==> config.mk <==
export PLATFORM = sky130hd
export DESIGN_NAME = instr_fetch_unit
export DESIGN_NICKNAME = d
export VERILOG_FILES = /design/src/rtl/if_pkg.sv /design/src/rtl/if_perf_counters.sv /design/src/rtl/instr_fetch_unit.sv
export SDC_FILE = /design/constraint.sdc
export NUM_CORES = 1
export LEC_CHECK = 0
export ABC_AREA = 1
export CAP_MARGIN = 20
export CORE_UTILIZATION = 25
export DETAILED_ROUTE_END_ITERATION = 8
export PLACE_DENSITY = 0.61
export SLEW_MARGIN = 0
export SYNTH_ARGS = -nofsm -noshare
export SYNTH_HDL_FRONTEND = slang
export SYNTH_SLANG_ARGS = --single-unit
==> constraint.sdc <==
create_clock -name clka -period 2 [get_ports clka]
set_clock_uncertainty 0.1 [all_clocks]
set_input_delay 0.4 -clock clka [delete_from_list [all_inputs] [get_ports clka]]
set_output_delay 0.4 -clock clka [all_outputs]
set_load 0.05 [all_outputs]
==> src/rtl/if_pkg.sv <==
// Shared constants and the IF/ID bundle type for the instruction fetch stage.
package if_pkg;

   localparam int IF_ADDR_W       = 7;
   localparam int IF_DATA_W       = 32;
   localparam int IF_RESET_PC     = 0;
   localparam int IF_FETCH_CNT_W  = 32;
   localparam int IF_SQUASH_CNT_W = 16;

   // Registered hand-off from fetch to decode.
   typedef struct packed {
      logic [IF_DATA_W-1:0] inst;
      logic [IF_ADDR_W-1:0] pc;
      logic                 valid;
   } if_id_bundle_t;

endpackage : if_pkg

==> src/rtl/if_perf_counters.sv <==
// Saturating fetch/squash event counters for the fetch stage.
// Compiled only when IF_PERF_CNT_EN is defined.
`ifdef IF_PERF_CNT_EN
module if_perf_counters
   import if_pkg::*;
(
   input  logic                       clka,
   input  logic                       rsta,
   input  logic                       fetch_inc,
   input  logic                       squash_inc,
   output logic [IF_FETCH_CNT_W-1:0]  fetch_cnt_o,
   output logic [IF_SQUASH_CNT_W-1:0] squash_cnt_o
);

   always_ff @(posedge clka or posedge rsta) begin
      if (rsta) begin
         fetch_cnt_o  <= '0;
         squash_cnt_o <= '0;
      end else begin
         // Counters stick at all-ones rather than wrapping.
         if (fetch_inc && (fetch_cnt_o != '1))
            fetch_cnt_o <= fetch_cnt_o + IF_FETCH_CNT_W'(1);
         if (squash_inc && (squash_cnt_o != '1))
            squash_cnt_o <= squash_cnt_o + IF_SQUASH_CNT_W'(1);
      end
   end

endmodule : if_perf_counters
`endif

==> src/rtl/instr_fetch_unit.sv <==
// Instruction fetch: owns the PC, drives the sync-read BRAM address and registers the IF/ID bundle.
// Defining IF_PERF_CNT_EN adds fetch_cnt_o / squash_cnt_o performance counters.
module instr_fetch_unit
   import if_pkg::*;
#(
   parameter int ADDR_W   = IF_ADDR_W,
   parameter int DATA_W   = IF_DATA_W,
   parameter int RESET_PC = IF_RESET_PC
) (
   input  logic              clka,
   input  logic              rsta,
   input  logic              stall_i,
   input  logic              redirect_valid_i,
   input  logic [ADDR_W-1:0] redirect_pc_i,
   output logic [ADDR_W-1:0] addra,
   input  logic [DATA_W-1:0] douta,
   output logic [DATA_W-1:0] inst_o,
   output logic [ADDR_W-1:0] pc_o,
   output logic              inst_valid_o
`ifdef IF_PERF_CNT_EN
   ,
   output logic [IF_FETCH_CNT_W-1:0]  fetch_cnt_o,
   output logic [IF_SQUASH_CNT_W-1:0] squash_cnt_o
`endif
);

   localparam logic [ADDR_W-1:0] RST_PC = ADDR_W'(RESET_PC);

   logic [ADDR_W-1:0] pc_q;
   logic [ADDR_W-1:0] pend_pc;
   logic              pend_valid;

   // While stalled the BRAM re-reads pend_pc, keeping douta aligned without a skid buffer.
   assign addra = stall_i ? pend_pc : pc_q;

   // NOTE: all state here uses non-blocking assignments so every register samples pre-edge values.
   always_ff @(posedge clka or posedge rsta) begin
      if (rsta) begin
         pc_q         <= RST_PC;
         pend_pc      <= RST_PC;
         pend_valid   <= 1'b0;
         inst_o       <= '0;
         pc_o         <= '0;
         inst_valid_o <= 1'b0;
      end else if (redirect_valid_i) begin
         // Squash both the in-flight read and the registered bundle; inst_o/pc_o just hold.
         pc_q         <= redirect_pc_i;
         pend_valid   <= 1'b0;
         inst_valid_o <= 1'b0;
      end else if (!stall_i) begin
         inst_o       <= douta;
         pc_o         <= pend_pc;
         inst_valid_o <= pend_valid;
         pend_pc      <= pc_q;
         pend_valid   <= 1'b1;
         pc_q         <= pc_q + ADDR_W'(1);
      end
   end

`ifdef IF_PERF_CNT_EN
   if_perf_counters u_perf (
      .clka         (clka),
      .rsta         (rsta),
      .fetch_inc    (!redirect_valid_i && !stall_i && pend_valid),
      .squash_inc   (redirect_valid_i && (pend_valid || inst_valid_o)),
      .fetch_cnt_o  (fetch_cnt_o),
      .squash_cnt_o (squash_cnt_o)
   );
`endif

endmodule : instr_fetch_unit

**Word level (Yosys, flattened, before mapping)**

Index checks and enable logic that the tools add are counted.

- Latch bits: 0
- ROM bits: 0
- Bits in writable memories: 0
- Input bits: 43
- Memories: 0
- Logic and storage cells: 18
- Register bits: 55

- Divide/modulo/power cells: 0
- Order comparisons: 0
- Add/sub/neg operators: 1
- Mux-type cells: 7
- Reduce and logical (&&, ||, !) cells: 1
- Shifts and indexed selects: 0
- Multiply operators: 0
- Bitwise operators: 2
- Eq/ne operators: 1

Operators by type and width:

| operator | count |
|---|---|
| $mux W7 | 3 |
| $add A7 B1 Y7 const B | 1 |
| $mux W1 | 4 |
| $ne A2 B1 Y1 const B | 1 |
| $not A1 Y1 | 2 |
| $reduce_and A2 Y1 | 1 |

**Longest topological paths before layout**

Gate-level depths: netlist of run 1.

- Depth after elaboration: 3
- Mapped depth: 7
- Gate-level depth less buffers: 6

**Worst setup path before layout of run 1**

OpenSTA, ideal clock, no wires.

- Kind: input -> output
- Start: input stall_i
- End: output addra[0]
- Setup slack: -0.292 ns
- Stages: 3
- Arrival: 1.792 ns
- Path buffers: 2
- Required time: 1.500 ns
- Cells stage by stage: buf_6 > buf_4 > o21ai_0

- Word-level cells in the longest chain between the ends: 1

RTL lines:

| element | line | text |
|---|---|---|
| start, declared | instr_fetch_unit.sv:12 | `input logic stall_i,` |
| $mux W7 | - |  |
| end, declared | instr_fetch_unit.sv:15 | `output logic [ADDR_W-1:0] addra,` |

No other way between the ends.

**Final worst setup path of run 1**

- Start: register inst_o[23]
- End: output inst_o[23]

RTL lines:

| element | line | text |
|---|---|---|
| start, declared | instr_fetch_unit.sv:17 | `output logic [DATA_W-1:0] inst_o,` |
| start signal, assigned | instr_fetch_unit.sv:51 | `inst_o <= douta;` |

No word-level cell between the ends.

==> results.md, run 1 <==
* CP endpoint kind: output port
* Vias per cell at 4.10
* Syn Std Cell Area at 2420 um^2
* Die height at 100 um
* CTS root buffer: clkbuf_8
* CP arrival at 1.45 ns
* Share of post-route cells with drive strength above 1 at 0.132
* Dpl hpwl at 4.30 mm
* CTS H-tree lvls at 2
* Startpoint types: register
* Worst hold margin at 0.368 ns
* PortBufs at 89
* HP Class: input pin to async pin
* Tcrit/Tclk final at 0.973
* Slew HR at 0.651
* RSZ-0062 raised after global routing: no
* Actual slew at the worst max-slew pin at 0.522 ns
* Layout fillers at 920
* Number of detailed-route iterations in the first pass at 4
* Total Wirelength at 6.20 mm
* Worst-case clock buffer depth at 2
* Iter 0 DRT Violations at 36
* Avg Synthesized Cell Area at 8.57 um^2
* Pleak at 2.18 nW
* Post-Syn Instances at 282
* Post-Syn Nets at 326
* Buffers and inverters on the worst path at 1
* Via count at 2,109
* Synth area leaders: dfrtp_1, nand2_1, nand3_1
* # rows at 35
* Vias in the first global route at 2,181
* Share of the synthesized area in the top cell type at 0.570
* Critical-path cell list: clkdlybuf4s50_1
* Area Overhead vs Synth at 58.2%
* Yosys top cell by area: dfrtp_1
* Final setup violation count at 0
* Slowest stage delay, CP at 0.80 ns
* Worst-path fanout max at 2
* Final Hold Vio Count at 0
* Yosys warns at 0
* Fin crit period at 1.95 ns
* WP data required at 1.50 ns
* Max Slew Vio Count at 0
* Clock-pin slew on the worst setup and hold paths at 0.09 ns
* Max Fclk at 514 MHz
* Crit path max-delay family: buffers and inverters
* Nets at 428
* Total CTS buffers at 5
* CTS sink count at 55
* Final total power at 3.30 mW
* Distinct cell type count after synthesis at 20
* GPL Wtd Cong at 0.740
* Core Area at 9280 um^2
* DR WL/cell at 12.1 um
* Max-cap violations at 0
* Die Wd at 100 um
* CP max stage cell: clkdlybuf4s50_1
* Critical path type: register to output port
* Post-DRT Antenna Nets at 0
* Overflow after GRT at 0
* Die Area at 10,100 um^2
* Clk Latency, worst-skew pair at 0.31 ns
* GRT Resource Usage Total at 0.128
* CTS tree: built
* Antenna Cells at 0
* FF+latch count, synth at 55
* Initial Util at 0.260
* IO Pins at 90
* First-pass GRT wire length at 10.2 mm
* DRC at 0
* Pwr per Cell Area at 863 nW/um^2
* Status: complete, no violations
* Initial antenna violation count at 0
* Max VDD drop at 0.000443 V
* Seq/Total Area, Yosys at 0.570
* Largest net degree at the start of global routing at 56
==> Yosys cell counts <==
library cell and count:
nand2_1 139, dfrtp_1 55, inv_1 18, nand3_1 14, o21ai_0 11, nor2_1 10
buf_4 8, o21ai_1 7, a21oi_1 4, buf_6 4, nand3b_1 2, o211ai_1 2
buf_2 1, bufinv_8 1, ha_1 1, inv_6 1, nand2_8 1, nor2_2 1
nor2_8 1, o21a_1 1
==> cells by family after synthesis <==
family	Yosys count	synth area share
simple gates	168	0.286
flops	55	0.570
buf+inv	33	0.0844
compound gates	25	0.0549
fa+ha+maj	1	0.00518
==> cell usage in the layout, fill, tap and decap left out <==
cell,n
nor2_1,10
dlymetal6s2s_1,28
dlygate4sd2_1,2
nor2_8,1
buf_12,12
dfrtp_1,55
o21a_1,1
clkbuf_8,6
nor2_2,1
o21ai_2,1
o211ai_1,2
buf_4,23
nand3_1,14
bufinv_16,1
bufinv_8,1
inv_2,1
clkdlybuf4s50_1,42
nand2_8,1
o21ai_1,10
inv_1,17
nand2_1,139
nand3b_1,2
a21oi_1,4
ha_1,1
clkinv_2,1
bufbuf_16,1
inv_6,1
o21ai_0,7
==> path summary, 6_finish.rpt <==
path                            start  cells past startpoint    endpoint  slack, ns
setup / recovery           inst_o[23]                      1  inst_o[23]       0.05
hold / removal                   rsta                      3  inst_o[13]       0.37
setup reg to reg              pc_q[1]                      6     pc_q[6]       0.77
hold reg to reg            inst_o[12]                      2  inst_o[12]       0.37
max in group asynchronous        rsta                      3  inst_o[24]       1.19
min in group clka          inst_o[12]                      2  inst_o[12]       0.37
==> final cells by class <==
cell class	instances	area (um^2)	area share
clock inverters	2	35.0	0.00917
clock buffers	6	82.6	0.0216
multi-input cells	194	840	0.220
well taps	129	161	0.0422
flip-flops and latches	55	1380	0.360
inverters	20	93.8	0.0245
repair buffers	108	1230	0.323
==> sequential cells by signal, indices dropped and copies added, names as in the netlist <==
name	flops
inst_o	32
pc_o	7
pc_q	7
pend_pc	7
pend_valid	1
inst_valid_o	1
==> where the power goes <==
group	internal [mW]	switching [mW]	leakage, nW	total (mW)
clock	0.406	0.359	0.0612	0.765
combinational	0.452	0.742	1.44	1.19
sequential	1.26	0.0822	0.676	1.34
==> per-layer routing <==
layer	vias to the layer above	global-route usage	share of wire
li1	1074	-	-
met1	967	0.160	0.46
met2	62	0.220	0.47
met3	6	0.0334	0.058
met4	0	0.0334	0.0077
met5	-	0	0
==> stage by stage <==
step           std cells  setup slack [ns]  cell area [um^2]  setup TNS [ns]   util
4_1_cts              514           0.00616              3750               0  0.404
2_1_floorplan        282            -0.292              2420           -1.17      -
3_3_place_gp         504          -0.00924              3590         -0.0125  0.387
5_1_grt              514           0.00690              3820               0  0.412
6_report             514            0.0544              3820               0  0.412
3_5_place_dp         504           -0.0708              3590         -0.0914  0.387
==> repair_timing <==
action                     in CTS  in global routing
gates resized for setup         4                 28
setup buffers                   1                  0
setup endpoints to repair       5                 28
hold buffers                    0                  0
pin swaps                       0                  0
cloned                          1                  0
Power figures use the tool's default switching activity.
==> inputs of run 2 (changes only) <==
- clock period: 2 -> 2.44 ns (I/O delays scaled with it)
==> results.md, run 2 (same netlist as run 1, synthesis figures left out) <==
* GRT Resource Usage Total at 0.121 (-0.00720)
* Via count at 2,042 (-3.2%)
* Dpl hpwl at 4.07 mm (-5.4%)
* Vias per cell at 4.07 (-0.86%)
* Number of detailed-route iterations in the first pass at 4 (unchanged)
* # rows at 35 (unchanged)
* HP Class: register to register
* Startpoint types: input pin
* Final Hold Vio Count at 0 (unchanged)
* CP arrival at 1.75 ns (+0.30 ns)
* First-pass GRT wire length at 9.63 mm (-5.7%)
* Final total power at 2.60 mW (-21%)
* PortBufs at 89 (unchanged)
* Critical-path cell list: clkdlybuf4s50_1 -> buf_4 -> o21ai_0 -> buf_12
* Sw frac at 0.369 (+0.0105)
* Worst hold margin at 0.377 ns (+0.00905 ns)
* CP endpoint kind: output port
* CTS H-tree lvls at 2 (unchanged)
* Post-CTS Repair Setup Buffers at 0 (-1)
* CTS sink count at 55 (unchanged)
* Total Wirelength at 5.77 mm (-6.9%)
* Vias in the first global route at 1,972 (-9.6%)
* Max VDD drop at 0.000246 V (-45%)
* Setup slack after layout at 0.102 ns (+0.0477 ns)
* Die height at 100 um (unchanged)
* Pwr per Cell Area at 722 nW/um^2 (-16%)
* Post-DRT Antenna Nets at 0 (unchanged)
* Largest Register: inst_o
* Slowest stage delay, CP at 0.52 ns (-0.28 ns)
* Antenna Cells at 0 (unchanged)
* WP data required at 1.85 ns (+0.35 ns)
* Nets at 416 (-2.8%)
* Layout fillers at 972 (+5.7%)
* CP max stage cell: clkdlybuf4s50_1
* Max Fclk at 428 MHz
* Pleak at 1.73 nW (-21%)
* Fin crit period at 2.34 ns
* Die Wd at 100 um (unchanged)
* Clock-pin slew on the worst setup and hold paths at 0.09 ns (about the same)
* Critical path type: input pin to output port
* Final setup violation count at 0 (unchanged)
* Commonest non-fill, non-tap cell in the layout: nand2_1
* DR WL/cell at 11.5 um (-4.6%)
* Fin cells at 502 (-2.3%)
* Most frequent cells in the layout: nand2_1, clkdlybuf4s50_1, dfrtp_1
* Net Sw Power at 0.962 mW (-19%)
* Worst-path fanout max at 9 (+7)
* Worst-case clock buffer depth at 2 (unchanged)
* Max FFs per register at 32 (unchanged)
* DRC at 0 (unchanged)
* Actual slew at the worst max-slew pin at 0.532 ns (+0.00931 ns)
* Overflow after GRT at 0 (unchanged)
* RSZ-0062 raised after global routing: no
* IO Pins at 90 (unchanged)
* Combinational Power Share at 0.362 (about the same)
* CTS tree: built
* Total CTS buffers at 5 (unchanged)
* Clk Latency, worst-skew pair at 0.31 ns (about the same)
* Largest net degree at the start of global routing at 45 (-20%)
* Status: complete, no violations
* Slew HR at 0.645 (-0.00675)
* Max-cap violations at 0 (unchanged)
* Iter 0 DRT Violations at 71 (+97%)
* Core Area at 9280 um^2 (unchanged)
* Dpl cells at 494 (-2.0%)
* Placed cell area at 3510 um^2 (-2.4%)
* Post-route cell area at 3610 um^2 (-5.7%)
* Initial antenna violation count at 0 (unchanged)
* GPL Wtd Cong at 0.740 (about the same)
* Reg power frac at 0.424 (+0.018)
* CTS root buffer: clkbuf_8
* Initial Util at 0.260 (unchanged)
* Post-Place Worst Slack at 0.0871 ns (+0.158 ns)
* Area Overhead vs Synth at 49.2%
* Max Slew Vio Count at 0 (unchanged)
* Die Area at 10,100 um^2 (unchanged)
* Share of post-route cells with drive strength above 1 at 0.0724 (-0.0601)
* Clock power frac at 0.214 (-0.018)
* Tcrit/Tclk final at 0.958
* Pint at 1.64 mW (-22%)
## run 2: final cells by class
type	count	area (um^2)	share of cell area
clock buffer	8	100	0.0278
multi-input combinational	194	836	0.232
timing repair buffer	96	1040	0.288
tap	129	161	0.0448
sequential	55	1380	0.382
inverter	20	93.8	0.0260
## run 2: stage by stage
step	TNS, ns	util
floorplan	-0.112	-
global placement	0	0.378
detailed placement	0	0.378
CTS	0	0.388
global route	0	0.388
finish	0	0.388
## run 2: timing repair
action,in CTS,in global routing
gates resized for setup,0,1
hold buffers,0,0
endpoints found under the hold margin,0,0
setup endpoints to repair,0,1
## run 2: final timing paths
| check | start | end | slack, ns | cells after the start |
|---|---|---|---|---|
| max in group asynchronous | rsta | pend_pc[6] | 1.29 | 3 |
| max reg2reg | pc_q[1] | pc_q[6] | 1.19 | 6 |
| min | inst_o[9] | inst_o[9] | 0.38 | 2 |
| min in group asynchronous | rsta | inst_o[14] | 0.40 | 2 |
| min reg2reg | inst_o[9] | inst_o[9] | 0.38 | 2 |
| max | stall_i | addra[0] | 0.10 | 4 |
## run 2: critical path, delay by kind of cell
| kind | cells | cell delay [ns] |
|---|---|---|
| compound gates | 1 | 0.32 |
| buf+inv | 3 | 0.95 |
## run 2: metal layers
layer | vias up | routed length [um] | GRT usage
li1 | 1046 | - | -
met1 | 940 | 2710 | 0.155
met2 | 49 | 2730 | 0.203
met3 | 7 | 282 | 0.0299
met4 | 0 | 57 | 0.0334
met5 | - | 0 | 0
## run 2: power by group through the flow
stage               Sequential (mW)  Clock [mW]  Combinational, mW
finish                         1.10       0.558              0.943
global route                   1.12       0.616               1.01
CTS                            1.11       0.588              0.955
detailed placement             1.12           0              0.952
global placement               1.12           0              0.947
floorplan                      1.42           0              0.264
